<file path="src/rtl/aes_axi_pkg.sv">
// Shared definitions for the AES accelerator register map and the AXI4-Lite
// host sequencer: register offsets, bit positions, response and error codes,
// the sequencer state type and the write-index to register-offset mapping.
package aes_axi_pkg;

  localparam logic [31:0] OFF_CTRL   = 32'h00;
  localparam logic [31:0] OFF_STATUS = 32'h04;
  localparam logic [31:0] OFF_MODE   = 32'h08;
  localparam logic [31:0] OFF_KEY0   = 32'h0C;
  localparam logic [31:0] OFF_DIN0   = 32'h40;
  localparam logic [31:0] OFF_DOUT0  = 32'h80;

  localparam int CTRL_START  = 0;
  localparam int STATUS_DONE = 0;

  localparam logic [1:0] RESP_OKAY = 2'b00;

  localparam logic [1:0] ERR_OK      = 2'b00;
  localparam logic [1:0] ERR_BUS     = 2'b01;
  localparam logic [1:0] ERR_TIMEOUT = 2'b10;

  // Index of the final setup write (ctrl = start).
  localparam logic [3:0] WR_LAST = 4'd13;

  typedef enum logic [3:0] {
    S_IDLE,
    S_WR,
    S_WR_B,
    S_POLL_AR,
    S_POLL_R,
    S_RD_AR,
    S_RD_R,
    S_CLR,
    S_CLR_B,
    S_RSP
  } state_t;

  // Setup write index: 0 mode, 1..8 key[0..7], 9..12 data_in[0..3], 13 ctrl.
  function automatic logic [31:0] wr_offset(input logic [3:0] idx);
    logic [3:0] w;
    if (idx == 4'd0) begin
      return OFF_MODE;
    end else if (idx <= 4'd8) begin
      w = idx - 4'd1;
      return OFF_KEY0 + {26'd0, w, 2'b00};
    end else if (idx <= 4'd12) begin
      w = idx - 4'd9;
      return OFF_DIN0 + {26'd0, w, 2'b00};
    end else begin
      return OFF_CTRL;
    end
  endfunction

endpackage

</file>
<file path="src/rtl/axil_single_write.sv">
// Single AXI4-Lite write engine. A one-cycle start pulse latches addr/data and
// raises AWVALID and WVALID together; each drops independently on its own
// READY. Once both are accepted BREADY is held until BVALID.
// Ports:
//   clk, resetn          clock, synchronous active-low reset
//   start, addr, data    launch a write with this address / data word
//   accepted             comb: both AW and W are done this cycle
//   done, err            comb: B handshake this cycle / with non-OKAY BRESP
//   m_aw*, m_w*, m_b*    AXI4-Lite write channels
module axil_single_write
  import aes_axi_pkg::*;
(
  input  logic        clk,
  input  logic        resetn,
  input  logic        start,
  input  logic [31:0] addr,
  input  logic [31:0] data,
  output logic        accepted,
  output logic        done,
  output logic        err,
  output logic        m_awvalid,
  input  logic        m_awready,
  output logic [31:0] m_awaddr,
  output logic        m_wvalid,
  input  logic        m_wready,
  output logic [31:0] m_wdata,
  output logic [3:0]  m_wstrb,
  input  logic        m_bvalid,
  output logic        m_bready,
  input  logic [1:0]  m_bresp
);

  assign m_wstrb = 4'hF;

  // The channel still pending (if any) is the one that completes this cycle.
  assign accepted = (m_awvalid | m_wvalid) &
                    (~m_awvalid | m_awready) &
                    (~m_wvalid | m_wready);
  assign done = m_bready & m_bvalid;
  assign err  = done & (m_bresp != RESP_OKAY);

  always_ff @(posedge clk) begin
    if (!resetn) begin
      m_awvalid <= 1'b0;
      m_wvalid  <= 1'b0;
      m_bready  <= 1'b0;
      m_awaddr  <= '0;
      m_wdata   <= '0;
    end else begin
      if (start) begin
        m_awvalid <= 1'b1;
        m_wvalid  <= 1'b1;
        m_awaddr  <= addr;
        m_wdata   <= data;
      end else begin
        if (m_awready) m_awvalid <= 1'b0;
        if (m_wready)  m_wvalid  <= 1'b0;
      end
      if (accepted) m_bready <= 1'b1;
      else if (done) m_bready <= 1'b0;
    end
  end

endmodule

</file>
<file path="src/rtl/aes_axil_host_seq.sv">
// AXI4-Lite initiator running one AES job on the accelerator register slave:
// writes mode, key, data_in and start, polls status until done, reads four
// data_out words, always clears ctrl, then returns the result.
//
//   state     | meaning
//   ----------+-----------------------------------------------
//   S_IDLE    | waiting for a command (cmd_ready = 1)
//   S_WR      | setup write idx: AW/W outstanding
//   S_WR_B    | setup write idx: waiting for B
//   S_POLL_AR | status read address
//   S_POLL_R  | status read data, count polls
//   S_RD_AR   | data_out[rd_idx] read address
//   S_RD_R    | data_out[rd_idx] read data
//   S_CLR     | ctrl = 0 write: AW/W outstanding
//   S_CLR_B   | ctrl = 0 write: waiting for B
//   S_RSP     | result presented until rsp_ready
//
// Ports: clk/resetn (sync active-low); cmd_* request (key, data, mode);
// rsp_* result (data, err: 00 ok, 01 bus, 10 timeout); m_* AXI4-Lite master.
module aes_axil_host_seq
  import aes_axi_pkg::*;
#(
  parameter int          POLL_MAX  = 1024,
  parameter logic [31:0] BASE_ADDR = 32'h0000_0000
) (
  input  logic         clk,
  input  logic         resetn,
  input  logic         cmd_valid,
  output logic         cmd_ready,
  input  logic [255:0] cmd_key,
  input  logic [127:0] cmd_data,
  input  logic [31:0]  cmd_mode,
  output logic         rsp_valid,
  input  logic         rsp_ready,
  output logic [127:0] rsp_data,
  output logic [1:0]   rsp_err,
  output logic         m_awvalid,
  input  logic         m_awready,
  output logic [31:0]  m_awaddr,
  output logic         m_wvalid,
  input  logic         m_wready,
  output logic [31:0]  m_wdata,
  output logic [3:0]   m_wstrb,
  input  logic         m_bvalid,
  output logic         m_bready,
  input  logic [1:0]   m_bresp,
  output logic         m_arvalid,
  input  logic         m_arready,
  output logic [31:0]  m_araddr,
  input  logic         m_rvalid,
  output logic         m_rready,
  input  logic [31:0]  m_rdata,
  input  logic [1:0]   m_rresp
);

  localparam logic [31:0] POLL_LIM = 32'(POLL_MAX);
  localparam logic [31:0] CTRL_GO  = 32'h1 << CTRL_START;

  state_t           state, state_nxt;
  logic [3:0]       idx, idx_nxt, idx_p1;
  logic [1:0]       rd_idx, rd_nxt;
  logic [31:0]      poll_cnt, poll_nxt;
  logic [1:0]       err, err_nxt;
  logic [7:0][31:0] key_r;
  logic [3:0][31:0] data_r;
  logic [3:0][31:0] result, result_nxt;

  logic        wr_start, wr_accepted, wr_done, wr_err;
  logic [31:0] wr_addr, wr_data;
  logic        cmd_fire;

  assign cmd_ready = (state == S_IDLE);
  assign cmd_fire  = cmd_valid & cmd_ready;
  assign rsp_valid = (state == S_RSP);
  assign rsp_err   = err;
  assign rsp_data  = (err == ERR_OK) ? result : '0;
  assign idx_p1    = idx + 4'd1;

  axil_single_write u_wr (
    .clk       (clk),
    .resetn    (resetn),
    .start     (wr_start),
    .addr      (wr_addr),
    .data      (wr_data),
    .accepted  (wr_accepted),
    .done      (wr_done),
    .err       (wr_err),
    .m_awvalid (m_awvalid),
    .m_awready (m_awready),
    .m_awaddr  (m_awaddr),
    .m_wvalid  (m_wvalid),
    .m_wready  (m_wready),
    .m_wdata   (m_wdata),
    .m_wstrb   (m_wstrb),
    .m_bvalid  (m_bvalid),
    .m_bready  (m_bready),
    .m_bresp   (m_bresp)
  );

  always_ff @(posedge clk) begin
    if (!resetn) begin
      state    <= S_IDLE;
      idx      <= '0;
      rd_idx   <= '0;
      poll_cnt <= '0;
      err      <= ERR_OK;
      key_r    <= '0;
      data_r   <= '0;
      result   <= '0;
    end else begin
      state    <= state_nxt;
      idx      <= idx_nxt;
      rd_idx   <= rd_nxt;
      poll_cnt <= poll_nxt;
      err      <= err_nxt;
      result   <= result_nxt;
      if (cmd_fire) begin
        key_r  <= cmd_key;
        data_r <= cmd_data;
      end
    end
  end

  always_comb begin
    state_nxt  = state;
    idx_nxt    = idx;
    rd_nxt     = rd_idx;
    poll_nxt   = poll_cnt;
    err_nxt    = err;
    result_nxt = result;
    wr_start   = 1'b0;
    wr_addr    = '0;
    wr_data    = '0;
    m_arvalid  = 1'b0;
    m_araddr   = '0;
    m_rready   = 1'b0;
    unique case (state)
      S_IDLE: begin
        // The mode write launches straight from the command port; the engine
        // holds the word, so mode needs no separate capture register.
        if (cmd_valid) begin
          state_nxt = S_WR;
          idx_nxt   = '0;
          err_nxt   = ERR_OK;
          wr_start  = 1'b1;
          wr_addr   = BASE_ADDR + OFF_MODE;
          wr_data   = cmd_mode;
        end
      end
      S_WR: if (wr_accepted) state_nxt = S_WR_B;
      S_WR_B: begin
        if (wr_done) begin
          if (wr_err) begin
            err_nxt   = ERR_BUS;
            state_nxt = S_CLR;
            wr_start  = 1'b1;
            wr_addr   = BASE_ADDR + OFF_CTRL;
          end else if (idx == WR_LAST) begin
            state_nxt = S_POLL_AR;
            poll_nxt  = '0;
          end else begin
            idx_nxt   = idx_p1;
            state_nxt = S_WR;
            wr_start  = 1'b1;
            wr_addr   = BASE_ADDR + wr_offset(idx_p1);
            if (idx_p1 <= 4'd8)       wr_data = key_r[3'(idx_p1 - 4'd1)];
            else if (idx_p1 <= 4'd12) wr_data = data_r[2'(idx_p1 - 4'd9)];
            else                      wr_data = CTRL_GO;
          end
        end
      end
      S_POLL_AR: begin
        m_arvalid = 1'b1;
        m_araddr  = BASE_ADDR + OFF_STATUS;
        if (m_arready) state_nxt = S_POLL_R;
      end
      S_POLL_R: begin
        m_rready = 1'b1;
        if (m_rvalid) begin
          poll_nxt = poll_cnt + 32'd1;
          if (m_rresp != RESP_OKAY || (!m_rdata[STATUS_DONE] && poll_nxt == POLL_LIM)) begin
            err_nxt   = (m_rresp != RESP_OKAY) ? ERR_BUS : ERR_TIMEOUT;
            state_nxt = S_CLR;
            wr_start  = 1'b1;
            wr_addr   = BASE_ADDR + OFF_CTRL;
          end else if (m_rdata[STATUS_DONE]) begin
            state_nxt = S_RD_AR;
            rd_nxt    = '0;
          end else begin
            state_nxt = S_POLL_AR;
          end
        end
      end
      S_RD_AR: begin
        m_arvalid = 1'b1;
        m_araddr  = BASE_ADDR + OFF_DOUT0 + {28'd0, rd_idx, 2'b00};
        if (m_arready) state_nxt = S_RD_R;
      end
      S_RD_R: begin
        m_rready = 1'b1;
        if (m_rvalid) begin
          if (m_rresp != RESP_OKAY) begin
            err_nxt   = ERR_BUS;
            state_nxt = S_CLR;
            wr_start  = 1'b1;
            wr_addr   = BASE_ADDR + OFF_CTRL;
          end else begin
            result_nxt[rd_idx] = m_rdata;
            if (rd_idx == 2'd3) begin
              state_nxt = S_CLR;
              wr_start  = 1'b1;
              wr_addr   = BASE_ADDR + OFF_CTRL;
            end else begin
              rd_nxt    = rd_idx + 2'd1;
              state_nxt = S_RD_AR;
            end
          end
        end
      end
      S_CLR: if (wr_accepted) state_nxt = S_CLR_B;
      S_CLR_B: begin
        if (wr_done) begin
          // Keep the first error; a failing clear only reports if all else was ok.
          if (wr_err && err == ERR_OK) err_nxt = ERR_BUS;
          state_nxt = S_RSP;
        end
      end
      S_RSP: if (rsp_ready) state_nxt = S_IDLE;
      default: state_nxt = S_IDLE;
    endcase
  end

endmodule

</file>
<file path="config.mk">
export PLATFORM = sky130hd
export DESIGN_NAME = aes_axil_host_seq
export DESIGN_NICKNAME = d
export VERILOG_FILES = /design/src/rtl/aes_axi_pkg.sv /design/src/rtl/axil_single_write.sv /design/src/rtl/aes_axil_host_seq.sv
export SDC_FILE = /design/constraint.sdc
export NUM_CORES = 2
export LEC_CHECK = 0
export ABC_AREA = 1
export BUFFER_PORTS_ARGS = -buffer_cell sky130_fd_sc_hd__buf_2
export CORE_AREA = 4 4 198 393
export DETAILED_ROUTE_END_ITERATION = 12
export DIE_AREA = 0 0 202 397
export RECOVER_POWER = 25
export SLEW_MARGIN = 30
export SYNTH_ARGS = -nofsm -noshare
export SYNTH_HDL_FRONTEND = slang
export SYNTH_SLANG_ARGS = --single-unit
</file>
<file path="constraint.sdc">
create_clock -name clk -period 2.2 [get_ports clk]
set_input_delay 0.44 -clock clk [delete_from_list [all_inputs] [get_ports clk]]
set_output_delay 0.44 -clock clk [all_outputs]
set_load 0.05 [all_outputs]
</file>
==> run_results.csv <==
group,metric,value,unit
sta,drv_slew,0,
grt,met2_usage,50.83,%
logic_synthesis,synth_area,25940,um2
clock_network,clock-root-buffer,"clkbuf_16",
status,failed_checks,"negative setup slack",
floorplan,top_level_ports,698,
clock_network,cts.htree.levels,2,
sta,finalCritPeriodShare,114.1,%
drt,drt_pass1_iterations,5,
grt,groute.layer.met3.usage,5.489,%
sta,period_minus_slack,2511,ps
sta,worstMarginPinSlew,916.8,ps
logic_synthesis,synth_edf_count,0,
status,outcome,"complete, but fails checks",
sta,tns,-23750,ps
logic_synthesis,synth_flop_cell,"dfxtp_1",
power_and_ir_drop,p_int,27.45,mW
drt,wl_per_cell,23.43,um
drt,ant_nets,0,
floorplan,die_y,397,um
grt,grt_overflow,0,
grt,grt_util_met1,30.94,%
layout,areaGrowthSynthToFinish,46.12,%
sta,rsz0062_at_grt,"yes",
grt,antenna_found_initial,36,
critical_path,start_kind,"flop",
floorplan,die_width,202,um
logic_synthesis,synthCells,3580,
critical_path,max_stage_delay,370,ps
logic_synthesis,yosys.cell_types.count,45,
sta,timing.final.ws_setup,-310.6,ps
critical_path,critPathMaxFanout,5,
grt,grt_pass1_vias,27742,
critical_path,end_kind,"flop",
drt,routed_wl,127900,um
logic_synthesis,async_flop_share,0,%
grt,grt_use_total,28.71,%
place,dp_slack,-633.8,ps
grt,top_usage_layer,"met2",
clock_network,cts_buffer_depth,3,
sta,hold_viol,0,
critical_path,cp.arrival,3000,ps
power_and_ir_drop,pwr-share-comb,49.2,%
clock_network,cts_tree,"built",
critical_path,path_common_cell,"nand2_1",
flow_run,max_cap_violations,0,
power_and_ir_drop,swShare,43.09,%
grt,grt_max_degree,116,
grt,grt_pass1_wl,175200,um
place,hpwl,89680,um
floorplan,initial_core_util,34.68,%
place,port_buffers,637,
power_and_ir_drop,cellLeakagePower,15.85,nW
min_path,hold_class,"input pin to flop",
sta,finalClockSkew,27.91,ps
power_and_ir_drop,p_clk_share,20.4,%
floorplan,num_rows,142,
drt,viasPerCell,5.267,
drt,drt_iter0_drc,1885,
layout,finalNetCount,4877,
layout,drive_gt1_share,31.46,%
sta,setup_viol,174,
sta,fmax,398.3,MHz
logic_synthesis,yosysSeqAreaShare,45.99,%
clock_network,clk_latency,640,ps
logic_synthesis,avgSynthCellArea,7.247,um2
floorplan,coreArea,74800,um2
critical_path,path_cells,"buf_6, nand2_1, nor2_4, nand2_4, nor2_4, nand2_1, nand2_1, nand2_1, nor2_1, nand2_1, nor2_1, nand3_2, nand3_2, nand3_4, buf_12, clkbuf_16, nand3_2, a21oi_1",
critical_path,slowest_stage,"dfxtp_4",
clock_network,clk_pin_slew,70,ps
clock_network,cts.sinks,596,
drt,drc_errors,0,
critical_path,setup.worst_path.class,"flop to flop",
logic_synthesis,synth-seq-cells,596,
floorplan,dieArea,80190,um2
place,place.gp.congestion,0.9098,
clock_network,cts_made_buffers,54,
power_and_ir_drop,pwr-share-seq,30.4,%
power_and_ir_drop,power.density,1272,nW/um2
power_and_ir_drop,switching_power,20.79,mW
logic_synthesis,yosysWarnings,0,
sta,slew_headroom,38.23,%
drt,vias,28756,
critical_path,required,2690,ps
power_and_ir_drop,vdd_drop_max,0.8941,mV
[critical path: cells and delay by family, from the launching register on]
family          cells  cell delay [ps]
flops               1              370
simple gates       14             1490
compound gates      1               50
buf+inv             3              450
[cells by family (layout without fill, tap and decap cells)]
kind of cell	Yosys count	after routing	synth area share [%]
flip-flops	596	596	45.99
AO/OA/AOI/OAI	1168	1168	24.84
buffers and inverters	627	1433	10.11
XOR/XNOR	11	11	0.3713
adder cells (fa/ha/maj)	9	9	0.4341
other	2	68	0.02895
AND/OR/NAND/NOR	1167	1167	18.23
[per-layer routing]
layer | wire [um] | part of all wire, %
met1 | 44740 | 35
met2 | 63670 | 50
met3 | 8659 | 6.8
met4 | 10640 | 8.3
met5 | 202 | 0.16
[flip-flops by register name, summed over array words and instances, names as in the netlist]
signal          count
key_r             256
data_r            128
result            128
poll_cnt           32
u_wr.m_wdata       32
u_wr.m_awaddr       5
idx                 4
state               4
rd_idx              2
rsp_err             2
u_wr.m_awvalid      1
u_wr.m_bready       1
u_wr.m_wvalid       1
[metrics by stage]
stage / utilization (%) / power [mW] / hold slack, ps / cell area [um2] / instances
after floorplan: - / 24.94 / 423.7 / 26240 / 3638
after global placement: 42.80 / 35.00 / 436.5 / 32010 / 5261
after detailed placement: 42.80 / 35.05 / 441.7 / 32010 / 5261
after CTS: 48.36 / 46.52 / 0.9223 / 36170 / 5405
after global routing: 50.66 / 50.22 / 23.03 / 37900 / 5454
final: 50.68 / 48.24 / 28.09 / 37910 / 5460
[power by group through the flow]
stage	logic [mW]	registers, mW	clock network (mW)
after detailed placement	20.2	14.8	0
after global placement	20.2	14.8	0
after CTS	21.9	14.6	9.99
final	23.7	14.7	9.82
after floorplan	10.2	14.8	0
after global routing	25.0	14.9	10.3
[layout make-up]
type                       instances  area, um2
timing repair inverter             2      27.53
timing repair buffer            1036       8479
sequential                       596      11960
antenna                            8      20.02
tap                             1008       1261
inverter                         302       1181
clock buffer                      71       1505
fill                            7211      36890
clock inverter                    22      264.0
multi-input combinational       2415      13210
[worst paths after layout]
path | startpoint | end | slack (ps) | cells after the start
max | poll_cnt[1] | u_wr.m_wdata[5] | -310 | 18
min | cmd_key[166] | key_r[166] | 30 | 3
max reg2reg | poll_cnt[1] | u_wr.m_wdata[5] | -310 | 18
min reg2reg | data_r[98] | data_r[98] | 450 | 2
[synthesized netlist by cell type (10+ instances only)]
cell / count / area (um2)
nand4_1: 16 / 100.1
nand3_2: 13 / 130.1
nor3_1: 13 / 65.06
o22ai_1: 110 / 688.2
dfxtp_1: 596 / 11930
o211ai_1: 13 / 97.59
a21boi_0: 18 / 135.1
a221oi_1: 17 / 148.9
a22oi_1: 31 / 232.7
nand3b_1: 12 / 90.09
o31ai_1: 24 / 180.2
inv_1: 298 / 1119
nor2_2: 10 / 62.56
a21oi_1: 338 / 1692
o221ai_1: 24 / 210.2
nand2_1: 211 / 792.0
clkbuf_1: 235 / 882.1
nand3_1: 64 / 320.3
nor2_1: 812 / 3048
buf_1: 11 / 41.29
o21ai_0: 567 / 2838
buf_4: 63 / 473.0
buf_2: 14 / 70.07
[layout by cell type (no fill, tap or decap), types with 16 or more instances in the layout]
cell type and n:
o21ai_0 552, buf_4 285, nand4_1 16, buf_8 53, nor2_2 26, nor2_4 153, o221ai_1 21, buf_2 470
nand3_2 32, dfxtp_2 17, nor2_1 647, buf_16 16, buf_6 104, dfxtp_1 576, a22oi_1 31, o31ai_1 23
nand3_1 43, clkbuf_16 67, conb_1 60, a21oi_1 324, clkbuf_1 32, o22ai_1 107, buf_12 49, a21boi_0 17
inv_1 282, nand2_1 194
[what timing repair did]
action                     CTS  global route
hold buffers                13             0
resized for setup          511           314
cloned                      14            17
hold endpoints to repair    13             0
pin swaps                   15            35
setup buffers               26            37
setup endpoints to repair  195           334
No activity file was read; power rests on OpenSTA's default activity.
